==> src/rtl/tt_mult_seq_if.sv <==
// Handshake, weight-bus and status signals of the ternary-weight multiply sequencer.
// The slave view belongs to the sequencer; the master view belongs to its environment.
interface tt_mult_seq_if #(
    parameter int BIT_WIDTH = 8,
    parameter int W_BITS    = 196
);
    logic                   cfg_valid;
    logic                   cfg_ready;
    logic [7:0]             cfg_byte;

    logic                   vec_valid;
    logic                   vec_ready;
    logic [2*BIT_WIDTH-1:0] vec_in;

    logic                   out_valid;
    logic                   out_ready;
    logic [BIT_WIDTH-1:0]   out_data;
    logic [2:0]             out_idx;

    logic [W_BITS-1:0]      mult_w;
    logic [2*BIT_WIDTH-1:0] mult_vec;
    logic [2:0]             mult_row;
    logic                   mult_en;
    logic [BIT_WIDTH-1:0]   mult_out;

    logic                   w_loaded;
    logic                   busy;
    logic                   done;

    modport slave (
        input  cfg_valid, cfg_byte, vec_valid, vec_in, out_ready, mult_out,
        output cfg_ready, vec_ready, out_valid, out_data, out_idx,
               mult_w, mult_vec, mult_row, mult_en, w_loaded, busy, done
    );

    modport master (
        output cfg_valid, cfg_byte, vec_valid, vec_in, out_ready, mult_out,
        input  cfg_ready, vec_ready, out_valid, out_data, out_idx,
               mult_w, mult_vec, mult_row, mult_en, w_loaded, busy, done
    );
endinterface

==> src/rtl/tt_mult_seq.sv <==
// Sequencer for a ternary-weight multiplier: loads the weight bus byte-wise, streams
// OUT_LEN input beats into the datapath, then drains OUT_LEN results through a handshake.
module tt_mult_seq #(
    parameter int OUT_LEN   = 7,
    parameter int BIT_WIDTH = 8,
    parameter int W_BITS    = 196
) (
    input logic         clk,
    input logic         rst,
    tt_mult_seq_if.slave bus
);

    localparam int                 N_BYTES   = (W_BITS + 7) / 8;
    localparam int                 BCNT_W    = $clog2(N_BYTES);
    localparam int                 TAIL_BITS = W_BITS - 8 * (N_BYTES - 1);
    localparam logic [BCNT_W-1:0]  LAST_BYTE = BCNT_W'(N_BYTES - 1);
    localparam logic [2:0]         LAST_ELEM = 3'(OUT_LEN - 1);
    localparam logic [2:0]         ALL_BEATS = 3'(OUT_LEN);

    typedef enum logic [2:0] {
        ST_IDLE,
        ST_LOAD,
        ST_ACCUM,
        ST_SETTLE,
        ST_DRAIN
    } state_e;

    state_e                 state_q, state_d;
    logic [W_BITS-1:0]      mult_w_q, mult_w_d;
    logic                   w_loaded_q, w_loaded_d;
    logic [BCNT_W-1:0]      byte_q, byte_d;
    logic [2:0]             beat_q, beat_d;
    logic [2:0]             elem_q, elem_d;
    logic [2:0]             row_q, row_d;
    logic [2*BIT_WIDTH-1:0] vec_q, vec_d;
    logic                   en_q, en_d;
    logic                   done_q, done_d;

    logic cfg_fire, vec_fire, out_fire;

    // beat_q == ALL_BEATS marks the cycle in which the last beat is presented to the datapath
    assign bus.cfg_ready = (state_q == ST_LOAD);
    assign bus.vec_ready = (state_q == ST_ACCUM) && (beat_q != ALL_BEATS);
    assign bus.out_valid = (state_q == ST_DRAIN);
    assign bus.out_idx   = elem_q;
    assign bus.out_data  = (state_q == ST_DRAIN) ? bus.mult_out : '0;
    assign bus.mult_row  = (state_q == ST_DRAIN) ? elem_q : row_q;
    assign bus.mult_w    = mult_w_q;
    assign bus.mult_vec  = vec_q;
    assign bus.mult_en   = en_q;
    assign bus.w_loaded  = w_loaded_q;
    assign bus.busy      = (state_q != ST_IDLE);
    assign bus.done      = done_q;

    assign cfg_fire = bus.cfg_valid && bus.cfg_ready;
    assign vec_fire = bus.vec_valid && bus.vec_ready;
    assign out_fire = bus.out_valid && bus.out_ready;

    always_comb begin
        // NOTE: every next-state signal is defaulted first so no path leaves one unassigned (no latches).
        state_d    = state_q;
        mult_w_d   = mult_w_q;
        w_loaded_d = w_loaded_q;
        byte_d     = byte_q;
        beat_d     = beat_q;
        elem_d     = elem_q;
        row_d      = row_q;
        vec_d      = vec_q;
        en_d       = 1'b0;
        done_d     = 1'b0;

        case (state_q)
            ST_IDLE: begin
                if (bus.cfg_valid) begin
                    state_d    = ST_LOAD;
                    w_loaded_d = 1'b0;
                end else if (bus.vec_valid && w_loaded_q) begin
                    state_d = ST_ACCUM;
                end
            end

            ST_LOAD: begin
                if (cfg_fire) begin
                    for (int k = 0; k < N_BYTES - 1; k++) begin
                        if (byte_q == BCNT_W'(k)) mult_w_d[8*k +: 8] = bus.cfg_byte;
                    end
                    // the final byte only partly overlaps the weight bus
                    if (byte_q == LAST_BYTE) begin
                        mult_w_d[W_BITS-1:8*(N_BYTES-1)] = bus.cfg_byte[TAIL_BITS-1:0];
                        state_d    = ST_IDLE;
                        w_loaded_d = 1'b1;
                        byte_d     = '0;
                    end else begin
                        byte_d = byte_q + 1'b1;
                    end
                end
            end

            ST_ACCUM: begin
                if (vec_fire) begin
                    vec_d  = bus.vec_in;
                    row_d  = beat_q;
                    en_d   = 1'b1;
                    beat_d = beat_q + 1'b1;
                end else if (beat_q == ALL_BEATS) begin
                    state_d = ST_SETTLE;
                    beat_d  = '0;
                end
            end

            ST_SETTLE: state_d = ST_DRAIN;

            ST_DRAIN: begin
                if (out_fire) begin
                    if (elem_q == LAST_ELEM) begin
                        state_d = ST_IDLE;
                        done_d  = 1'b1;
                        elem_d  = '0;
                    end else begin
                        elem_d = elem_q + 1'b1;
                    end
                end
            end

            default: state_d = ST_IDLE;
        endcase
    end

    always_ff @(posedge clk) begin
        if (rst) begin
            // NOTE: the weight register is visible on the mult_w port, so it is cleared like any control flop.
            state_q    <= ST_IDLE;
            mult_w_q   <= '0;
            w_loaded_q <= 1'b0;
            byte_q     <= '0;
            beat_q     <= '0;
            elem_q     <= '0;
            row_q      <= '0;
            vec_q      <= '0;
            en_q       <= 1'b0;
            done_q     <= 1'b0;
        end else begin
            // NOTE: non-blocking assignments so every flop samples the pre-edge value of the others.
            state_q    <= state_d;
            mult_w_q   <= mult_w_d;
            w_loaded_q <= w_loaded_d;
            byte_q     <= byte_d;
            beat_q     <= beat_d;
            elem_q     <= elem_d;
            row_q      <= row_d;
            vec_q      <= vec_d;
            en_q       <= en_d;
            done_q     <= done_d;
        end
    end

endmodule

==> src/flat_wrapper.sv <==
// flat-port wrapper written by rule: the top's interface ports become plain ports
module tt_mult_seq_flat 
#(
    parameter int OUT_LEN   = 7,
    parameter int BIT_WIDTH = 8,
    parameter int W_BITS    = 196
)
  (clk, rst, bus_cfg_valid, bus_cfg_byte, bus_vec_valid, bus_vec_in, bus_out_ready, bus_mult_out, bus_cfg_ready, bus_vec_ready, bus_out_valid, bus_out_data, bus_out_idx, bus_mult_w, bus_mult_vec, bus_mult_row, bus_mult_en, bus_w_loaded, bus_busy, bus_done);
  tt_mult_seq_if #(.BIT_WIDTH(BIT_WIDTH), .W_BITS(W_BITS)) bus_i ();
  input logic clk;
  input logic rst;
  input wire logic [$bits(bus_i.cfg_valid)-1:0] bus_cfg_valid;
  input wire logic [$bits(bus_i.cfg_byte)-1:0] bus_cfg_byte;
  input wire logic [$bits(bus_i.vec_valid)-1:0] bus_vec_valid;
  input wire logic [$bits(bus_i.vec_in)-1:0] bus_vec_in;
  input wire logic [$bits(bus_i.out_ready)-1:0] bus_out_ready;
  input wire logic [$bits(bus_i.mult_out)-1:0] bus_mult_out;
  output wire logic [$bits(bus_i.cfg_ready)-1:0] bus_cfg_ready;
  output wire logic [$bits(bus_i.vec_ready)-1:0] bus_vec_ready;
  output wire logic [$bits(bus_i.out_valid)-1:0] bus_out_valid;
  output wire logic [$bits(bus_i.out_data)-1:0] bus_out_data;
  output wire logic [$bits(bus_i.out_idx)-1:0] bus_out_idx;
  output wire logic [$bits(bus_i.mult_w)-1:0] bus_mult_w;
  output wire logic [$bits(bus_i.mult_vec)-1:0] bus_mult_vec;
  output wire logic [$bits(bus_i.mult_row)-1:0] bus_mult_row;
  output wire logic [$bits(bus_i.mult_en)-1:0] bus_mult_en;
  output wire logic [$bits(bus_i.w_loaded)-1:0] bus_w_loaded;
  output wire logic [$bits(bus_i.busy)-1:0] bus_busy;
  output wire logic [$bits(bus_i.done)-1:0] bus_done;
  assign bus_i.cfg_valid = bus_cfg_valid;
  assign bus_i.cfg_byte = bus_cfg_byte;
  assign bus_i.vec_valid = bus_vec_valid;
  assign bus_i.vec_in = bus_vec_in;
  assign bus_i.out_ready = bus_out_ready;
  assign bus_i.mult_out = bus_mult_out;
  assign bus_cfg_ready = bus_i.cfg_ready;
  assign bus_vec_ready = bus_i.vec_ready;
  assign bus_out_valid = bus_i.out_valid;
  assign bus_out_data = bus_i.out_data;
  assign bus_out_idx = bus_i.out_idx;
  assign bus_mult_w = bus_i.mult_w;
  assign bus_mult_vec = bus_i.mult_vec;
  assign bus_mult_row = bus_i.mult_row;
  assign bus_mult_en = bus_i.mult_en;
  assign bus_w_loaded = bus_i.w_loaded;
  assign bus_busy = bus_i.busy;
  assign bus_done = bus_i.done;
  tt_mult_seq #(.OUT_LEN(OUT_LEN), .BIT_WIDTH(BIT_WIDTH), .W_BITS(W_BITS)) u_core (.clk(clk), .rst(rst), .bus(bus_i));
endmodule
==> config.mk <==
export PLATFORM = sky130hd
export DESIGN_NAME = tt_mult_seq_flat
export DESIGN_NICKNAME = d
export VERILOG_FILES = /design/src/rtl/tt_mult_seq_if.sv /design/src/rtl/tt_mult_seq.sv /design/src/flat_wrapper.sv
export SDC_FILE = /design/constraint.sdc
export NUM_CORES = 1
export LEC_CHECK = 0
export ABC_AREA = 1
export CAP_MARGIN = 10
export CORE_ASPECT_RATIO = 1.2
export CORE_MARGIN = 1.5
export CORE_UTILIZATION = 25
export DETAILED_ROUTE_END_ITERATION = 10
export GPL_TIMING_DRIVEN = 0
export PLACE_DENSITY = 0.59
export SKIP_CTS_REPAIR_TIMING = 1
export SLEW_MARGIN = 20
export SYNTH_ARGS = -nofsm -noshare
export SYNTH_HDL_FRONTEND = slang
export SYNTH_SLANG_ARGS = --single-unit
==> constraint.sdc <==
create_clock -name clk -period 3.2 [get_ports clk]
set_clock_uncertainty 0.15 [all_clocks]
set_input_delay 0.64 -clock clk [delete_from_list [all_inputs] [get_ports clk]]
set_output_delay 0.64 -clock clk [all_outputs]
set_load 0.02 [all_outputs]
# --- Word-level counts from Yosys, hierarchy flattened ---
# Cells that the tools add are included.
classes:
  add_sub_neg: 3
  eq_ne: 39
  n_mux: 21
  bitwise_logic: 3
  n_reduce_logical: 43
ops:
  columns: ["cell", "n"]
  rows:
  - ["$reduce_and A3 Y1", 25]
  - ["$eq A5 B5 Y1 const B", 9]
  - ["$eq A5 B4 Y1 const B", 8]
  - ["$mux W3", 12]
  - ["$eq A5 B3 Y1 const B", 4]
  - ["$pmux W3 S5", 1]
  - ["$ne A2 B2 Y1 const B", 7]
  - ["$eq A5 B2 Y1 const B", 2]
  - ["$eq A3 B3 Y1 const B", 3]
  - ["$mux W8", 1]
  - ["$reduce_and A2 Y1", 4]
  - ["$reduce_and A7 Y1", 1]
  - ["$add A3 B1 Y3 const B", 2]
  - ["$eq A3 B2 Y1 const B", 2]
  - ["$add A5 B1 Y5 const B", 1]
  - ["$eq A5 B1 Y1 const B", 1]
  - ["$logic_and A1 B1 Y1", 5]
  - ["$logic_not A5 Y1", 1]
  - ["$mux W1", 5]
  - ["$mux W5", 1]
  - ["$reduce_and A4 Y1", 1]
  - ["$reduce_bool A2 Y1", 2]
  - ["$eq A3 B1 Y1 const B", 1]
  - ["$logic_not A3 Y1", 1]
  - ["other kinds (7)", 9]
word_totals:
  register_bits: 232
  in_bits: 37
  output_inout_bits: 233
  elab_cells: 143

# --- Depth between registers and ports, before layout ---
# Gate-level depths: netlist of the first run.
logic_depth:
  word_depth: 5
  mapped_depth: 9
  mapped_depth_nobuf: 9

# --- Least setup slack after synthesis of the first run ---
# OpenSTA, ideal clock, no wires.
synth_timing:
  path_kind: "register -> output"
  from: "reg u_core.state_q[0]"
  to: "out bus_mult_row[1]"
  arrival_time_ns: 1.421
  t_required_ns: 2.410
  path_slack_ns: 0.989
  path_stages_with_launch: 5
  path_buffers: 1
  cell_sequence: "dfxtp_1 -> nor2_1 -> nand2_1 -> clkbuf_1 -> o21ai_0"
synth_between:
  elab_chain_cells: 2
synth_rtl:
  columns: ["item", "line", "rtl"]
  rows:
  - ["start, declared", "tt_mult_seq.sv:28", "state_e state_q, state_d;"]
  - ["start signal, assigned", "tt_mult_seq.sv:144", "state_q <= state_d;"]
  - ["$eq A3 B3 Y1", "tt_mult_seq.sv:47", "assign bus.mult_row = (state_q == ST_DRAIN) ? elem_q : row_q;"]
  - ["$mux W3", "tt_mult_seq.sv:47", null]
  - ["end, declared", "flat_wrapper.sv:25", "output wire logic [$bits(bus_i.mult_row)-1:0] bus_mult_row;"]
# Every way passes these cells.

# --- Worst setup path in the final report of the first run ---
layout_timing:
  from: "reg u_core.state_q[1]"
  to: "out bus_out_data[6]"
layout_between:
  elab_chain_cells: 2
layout_rtl:
  columns: ["item", "line", "rtl"]
  rows:
  - ["$eq A3 B3 Y1", "tt_mult_seq.sv:46", "assign bus.out_data = (state_q == ST_DRAIN) ? bus.mult_out : '0;"]
  - ["$mux W8", "tt_mult_seq.sv:46", null]
  - ["end, declared", "flat_wrapper.sv:21", "output wire logic [$bits(bus_i.out_data)-1:0] bus_out_data;"]
# Every way passes these cells.

==> results of run 1 <==
[cell families (layout without fill, tap and decap cells)]
logic type / Yosys count / in the layout / synth area share
AND/OR/NAND/NOR: 434 / 434 / 0.229
AO/OA/AOI/OAI: 296 / 296 / 0.170
flip-flops: 232 / 232 / 0.530
buffers and inverters: 120 / 428 / 0.0598
adder cells (fa/ha/maj): 7 / 7 / 0.00999
XOR/XNOR: 1 / 1 / 0.000999
[flip-flops by register name, indices dropped and copies added, names as in the netlist]
register             count
u_core.bus.w_loaded      1
u_core.byte_q            5
u_core.state_q           3
u_core.bus.out_idx       3
u_core.bus.mult_vec     16
u_core.bus.mult_w      196
u_core.bus.mult_en       1
u_core.beat_q            3
u_core.bus.done          1
u_core.row_q             3
[power by group through the flow]
stage | Clock [W] | Sequential, W | Combinational, W
floorplan | 0 | 0.00310 | 0.000532
global placement | 0 | 0.00306 | 0.000961
detailed placement | 0 | 0.00306 | 0.000972
CTS | 0.00316 | 0.00300 | 0.000977
global route | 0.00329 | 0.00301 | 0.00106
finish | 0.00309 | 0.00300 | 0.000965
[worst paths after layout]
path	cells after the start	slack, ns	end
worst max-delay path	5	0.20	bus_out_data[6]
worst min-delay path	2	0.31	u_core.bus.mult_w[28]
worst max register to register	8	0.96	u_core.bus.mult_w[124]
worst min register to register	2	0.31	u_core.bus.mult_w[28]
[tightest hold or removal path: cells and delay by family, from the launching register on]
family | cells | cell delay [ns]
AOI/OAI and AO/OA | 1 | 0.05
DFF | 1 | 0.31
and+or+nand+nor | 1 | 0.06
[layer usage]
metal,share of wire,track usage
met5,0,0
met4,0.034,0.0654
met3,0.081,0.0539
met2,0.47,0.300
met1,0.41,0.211
[cells in the final DEF (no fill, tap or decap), types with 27 or more instances in the layout]
| cell type | count |
|---|---|
| clkdlybuf4s50_1 | 259 |
| dfxtp_1 | 232 |
| nand2_1 | 185 |
| a21oi_1 | 176 |
| o21ai_0 | 102 |
| nor2_1 | 98 |
| nand3_1 | 85 |
| clkbuf_1 | 41 |
| inv_1 | 33 |
| nor3_1 | 27 |
| clkbuf_16 | 27 |
[through the flow]
step / instances / instance area (µm²) / TNS, ns / setup slack (ns) / hold slack, ns
after global placement: 1806 / 11900 / 0 / 0.274 / 0.299
after global routing: 1854 / 12800 / 0 / 0.0404 / 0.334
after floorplan: 1090 / 8770 / 0 / 0.989 / 0.294
after CTS: 1854 / 12800 / -0.115 / -0.0727 / 0.314
after detailed placement: 1806 / 11900 / 0 / 0.272 / 0.304
final: 1854 / 12800 / 0 / 0.197 / 0.311
[final cells by class]
type,count,share of cell area
clock inverters,10,0.00829
clock buffers,38,0.0605
inverters,51,0.0149
flip-flops and latches,232,0.362
well taps,456,0.0444
repair buffers,260,0.203
plain buffers,69,0.0260
multi-input cells,738,0.281
==> impl_metrics.ini, run 1 <==
[final_layout]
seq_area_um2 = 4640
finish.utilization = 0.375
diodes = 0
multi_input_area_um2 = 3610
fillCellCount = 3511
nets = 1423
drive_gt1_frac = 0.0851
syn_to_final_growth_pct = 46.3

[cts]
cts_buffers = 27
clk_path_buf_depth = 3
cts_max_level = 1
cts_root_buf = clkbuf_16
cts.sinks = 232
cts.reportedPaths.clkPinSlew_ns = 0.06
clk-insertion-delay-late_ns = 0.54
cts_tree = done

[floorplanning]
die_area_um2 = 36200
rows = 74
coreArea_um2 = 34300
die_w_um = 174
dieHeight_um = 208
initial_core_util = 0.256
io_pins = 270

[worst_setup_path]
crit_chain = nor2_2 > nand2_2 > clkbuf_2 > nor2_1 > clkdlybuf4s50_1
end_kind = output port
worstSetupStartpoint = u_core.state_q[1]
cp_top_family = buffers and inverters
start_kind = register
cp_num_buf_inv = 2
worstReg2RegStart = u_core.byte_q[1]
cpPeakStageDelay_ns = 0.62
crit_type = reg -> out
cp_max_fo = 10
cp.required_ns = 2.41
crit_slowest_cell = clkdlybuf4s50_1
critPathArrivalTime_ns = 2.21

[synth]
synth_edf_count = 0
syn_area_um2 = 8770
syn-num-nets = 1134
synth_commonest_cells = dfxtp_1 (232), nand2_1 (186), a21oi_1 (176)
syn_inst = 1090
syn_area_per_cell_um2 = 8.05
ys_seq_area_frac = 0.530
synth-async-reset-ratio = 0
yosysMostFrequentCell = dfxtp_1
yosys.area.top_type = dfxtp_1
ys_warn_count = 0
ys_ff_latch = 232
synth_ff_type = dfxtp_1
synth_top_cell_area_share = 0.530
yosysUniqueCellTypes = 35
synth_area_leaders = dfxtp_1 (53%), a21oi_1 (10%), nand2_1 (8.0%)

[hold_path]
min-delay-start = u_core.bus.mult_w[28]
hold_class = reg -> reg

[grt]
grt_use_total = 0.178
grt_overflow_total = 0
antenna_found_initial = 0
grt_pass1_vias = 8378
grt_max_degree = 13
grt_pass1_wl_mm = 50.1

[power]
p_switching_w = 0.00194
power_density_nw_per_um2 = 550
ir_drop_mv = 0.320
p_int_w = 0.00511
clkPwrFrac = 0.438
seq_power_share = 0.425
pwr-share-comb = 0.137
fin_total_pwr_w = 0.00706
p_leak_nw = 4.56
p_sw_frac = 0.275

[placed_design]
hpwl_mm = 23.7
place.gp.congestion = 0.824
portBuffers = 260

[sta]
final.period_utilization = 0.938
setup_viol = 0
fin_crit_ns = 3.00
slew_headroom = 0.403
hold_viol_final = 0
maxSlewViolCount = 0
worst_pin_slew_ns = 0.895
rsz0062_at_grt = false
max_freq_mhz = 333

[drt]
first_iter_violations = 521
detail_route.wl_per_cell_um = 17.8
wl_mm = 32.9
ant_nets = 0
vias_per_cell = 4.64
dr.pass1.iters = 7
num_vias = 8595
drc_errors = 0

[status]
status = finished clean

[run]
cap_viol_max_count = 0
(Power assumes the default switching activity.)
==> run 2, diff against run 1 <==
--- a/config.mk
+++ b/config.mk
@@ -5,7 +5,7 @@
 export SDC_FILE = /design/constraint.sdc
 export NUM_CORES = 1
 export LEC_CHECK = 0
-export ABC_AREA = 1
+export ABC_AREA = 0
 export CAP_MARGIN = 10
 export CORE_ASPECT_RATIO = 1.2
 export CORE_MARGIN = 1.5
==> run 2 against run 1 <==
  * Sequential power is 3% lower
  * Utilization is 0.70 points lower
  * Setup slack got worse by 0.12 ns
  * First-iteration DRC count down 47%
  * Synthesized cell count decreased by 18%
  * Register-to-register slack got worse by 0.17 ns
  * Critical path type unchanged
  * Critical endpoint is now bus_mult_row[0]
  * Highest routed layer unchanged
==> impl_metrics.ini, run 2 <==
[synth]
syn_inst = 897
synth-async-reset-ratio = 0
syn-num-nets = 941
synth_commonest_cells = dfxtp_1 (232), nand2b_1 (213), mux2i_1 (186)
ys_seq_area_frac = 0.496
syn_area_um2 = 9360
yosysMostFrequentCell = dfxtp_1
ys_ff_latch = 232
yosys.area.top_type = dfxtp_1
synth_edf_count = 0
yosysUniqueCellTypes = 39
synth_area_leaders = dfxtp_1 (50%), mux2i_1 (20%), nand2b_1 (14%)
ys_warn_count = 0
synth_top_cell_area_share = 0.496
synth_ff_type = dfxtp_1
syn_area_per_cell_um2 = 10.4

[final_layout]
layout_common_cells = clkdlybuf4s50_1 (256), dfxtp_1 (231), nand2b_1 (213)
multi_input_area_um2 = 4400
nets = 1238
drive_gt1_frac = 0.0626
seq_area_um2 = 4650
syn_to_final_growth_pct = 44.9
fillCellCount = 3680
largest_register_ffs = 196
final_common_cell = clkdlybuf4s50_1

[drt]
dr.pass1.iters = 5
ant_nets = 0
drc_errors = 0
num_vias = 7463
first_iter_violations = 276
vias_per_cell = 4.42
detail_route.wl_per_cell_um = 18.7
wl_mm = 31.5

[power]
fin_total_pwr_w = 0.00638
ir_drop_mv = 0.336
p_leak_nw = 6.02
power_density_nw_per_um2 = 470

[placed_design]
place.gp.congestion = 0.767
portBuffers = 268
pre_cts_slack_ns = 0.103
hpwl_mm = 22.7

[sta]
worst_pin_slew_ns = 0.843
hold_slack_ns = 0.321
final.period_utilization = 0.976
rsz0062_at_grt = false
slew_headroom = 0.431
hold_viol_final = 0
max_freq_mhz = 320
setup_viol = 0
setup_ws_ns = 0.0761
maxSlewViolCount = 0
fin_crit_ns = 3.12

[worst_setup_path]
end_kind = output port
critPathArrivalTime_ns = 2.33
rr_worst_depth = 4
start_kind = register
crit_type = reg -> out
cp.required_ns = 2.41
cp_max_fo = 10

[floorplanning]
rows = 77
die_w_um = 180
initial_core_util = 0.254
die_area_um2 = 38600
coreArea_um2 = 36900
dieHeight_um = 215
io_pins = 270

[grt]
grt_pass1_vias = 7390
grt_overflow_total = 0
antenna_found_initial = 1
grt_use_total = 0.158
grt_pass1_wl_mm = 47.1
grt_max_degree = 15

[cts]
cts_buffers = 26
clk_path_buf_depth = 3
cts.reportedPaths.clkPinSlew_ns = 0.06
cts_max_level = 1
cts_tree = done
clk-insertion-delay-late_ns = 0.54
cts_root_buf = clkbuf_16
cts.sinks = 232

[hold_path]
hold-path-cell-count = 2
hold_class = reg -> reg

[status]
status = finished clean

[run]
cap_viol_max_count = 0
==> run 2: final timing paths <==
check	from	to	slack [ns]
setup / recovery	u_core.state_q[2]	bus_mult_row[0]	0.08
hold / removal	u_core.bus.mult_vec[3]	u_core.bus.mult_vec[3]	0.32
setup reg to reg	u_core.byte_q[2]	u_core.bus.mult_w[109]	0.79
hold reg to reg	u_core.bus.mult_vec[3]	u_core.bus.mult_vec[3]	0.32
==> run 2: cell type report <==
type / instances / area share
antenna: 1 / 0.000184
sequential: 232 / 0.342
clock buffer: 33 / 0.0536
tap: 474 / 0.0437
inverter: 11 / 0.00304
multi-input combinational: 584 / 0.325
timing repair buffer: 269 / 0.200
clock inverter: 15 / 0.0112
buffer: 70 / 0.0209
==> run 2: per-stage QoR <==
step                      setup TNS, ns  std cells   util  cell area [µm²]
after floorplan                       0        897      -             9360
after global placement                0       1639  0.342            12600
after detailed placement              0       1639  0.342            12600
after CTS                         -2.69       1687  0.366            13500
after global routing                  0       1689  0.368            13600
final                                 0       1689  0.368            13600
==> run 2: cell families (layout without fill, tap and decap cells) <==
logic type / after synthesis / in the layout / share of synthesized area
flip-flops: 232 / 232 / 0.496
adder cells (fa/ha/maj): 7 / 7 / 0.00936
other: 0 / 1 / 0
AO/OA/AOI/OAI: 69 / 69 / 0.0412
buffers and inverters: 81 / 398 / 0.0343
multiplexers: 188 / 188 / 0.201
AND/OR/NAND/NOR: 320 / 320 / 0.218
==> run 2: layer usage <==
| metal | up-vias | routed length [µm] | global-route usage | part of all wire |
|---|---|---|---|---|
| met5 | - | 0 | 0 | 0 |
| met4 | 0 | 653 | 0.0467 | 0.021 |
| met3 | 35 | 2030 | 0.0381 | 0.064 |
| met2 | 179 | 15500 | 0.275 | 0.49 |
| met1 | 3601 | 13400 | 0.191 | 0.42 |
| li1 | 3648 | - | - | - |
==> run 2: worst max-delay path, cell delays in order, from the launching register on <==
cell and delay [ns]:
dfxtp_2 0.41, or3b_1 0.38, buf_2 0.19, o21ai_0 0.18
clkdlybuf4s50_1 0.64
==> run 2: where the power goes <==
part / total, W / internal, W / switching [W]
logic: 0.000389 / 0.000160 / 0.000228
registers: 0.00292 / 0.00290 / 0.0000129
clock network: 0.00307 / 0.00178 / 0.00129
total: 0.00638 / 0.00485 / 0.00153
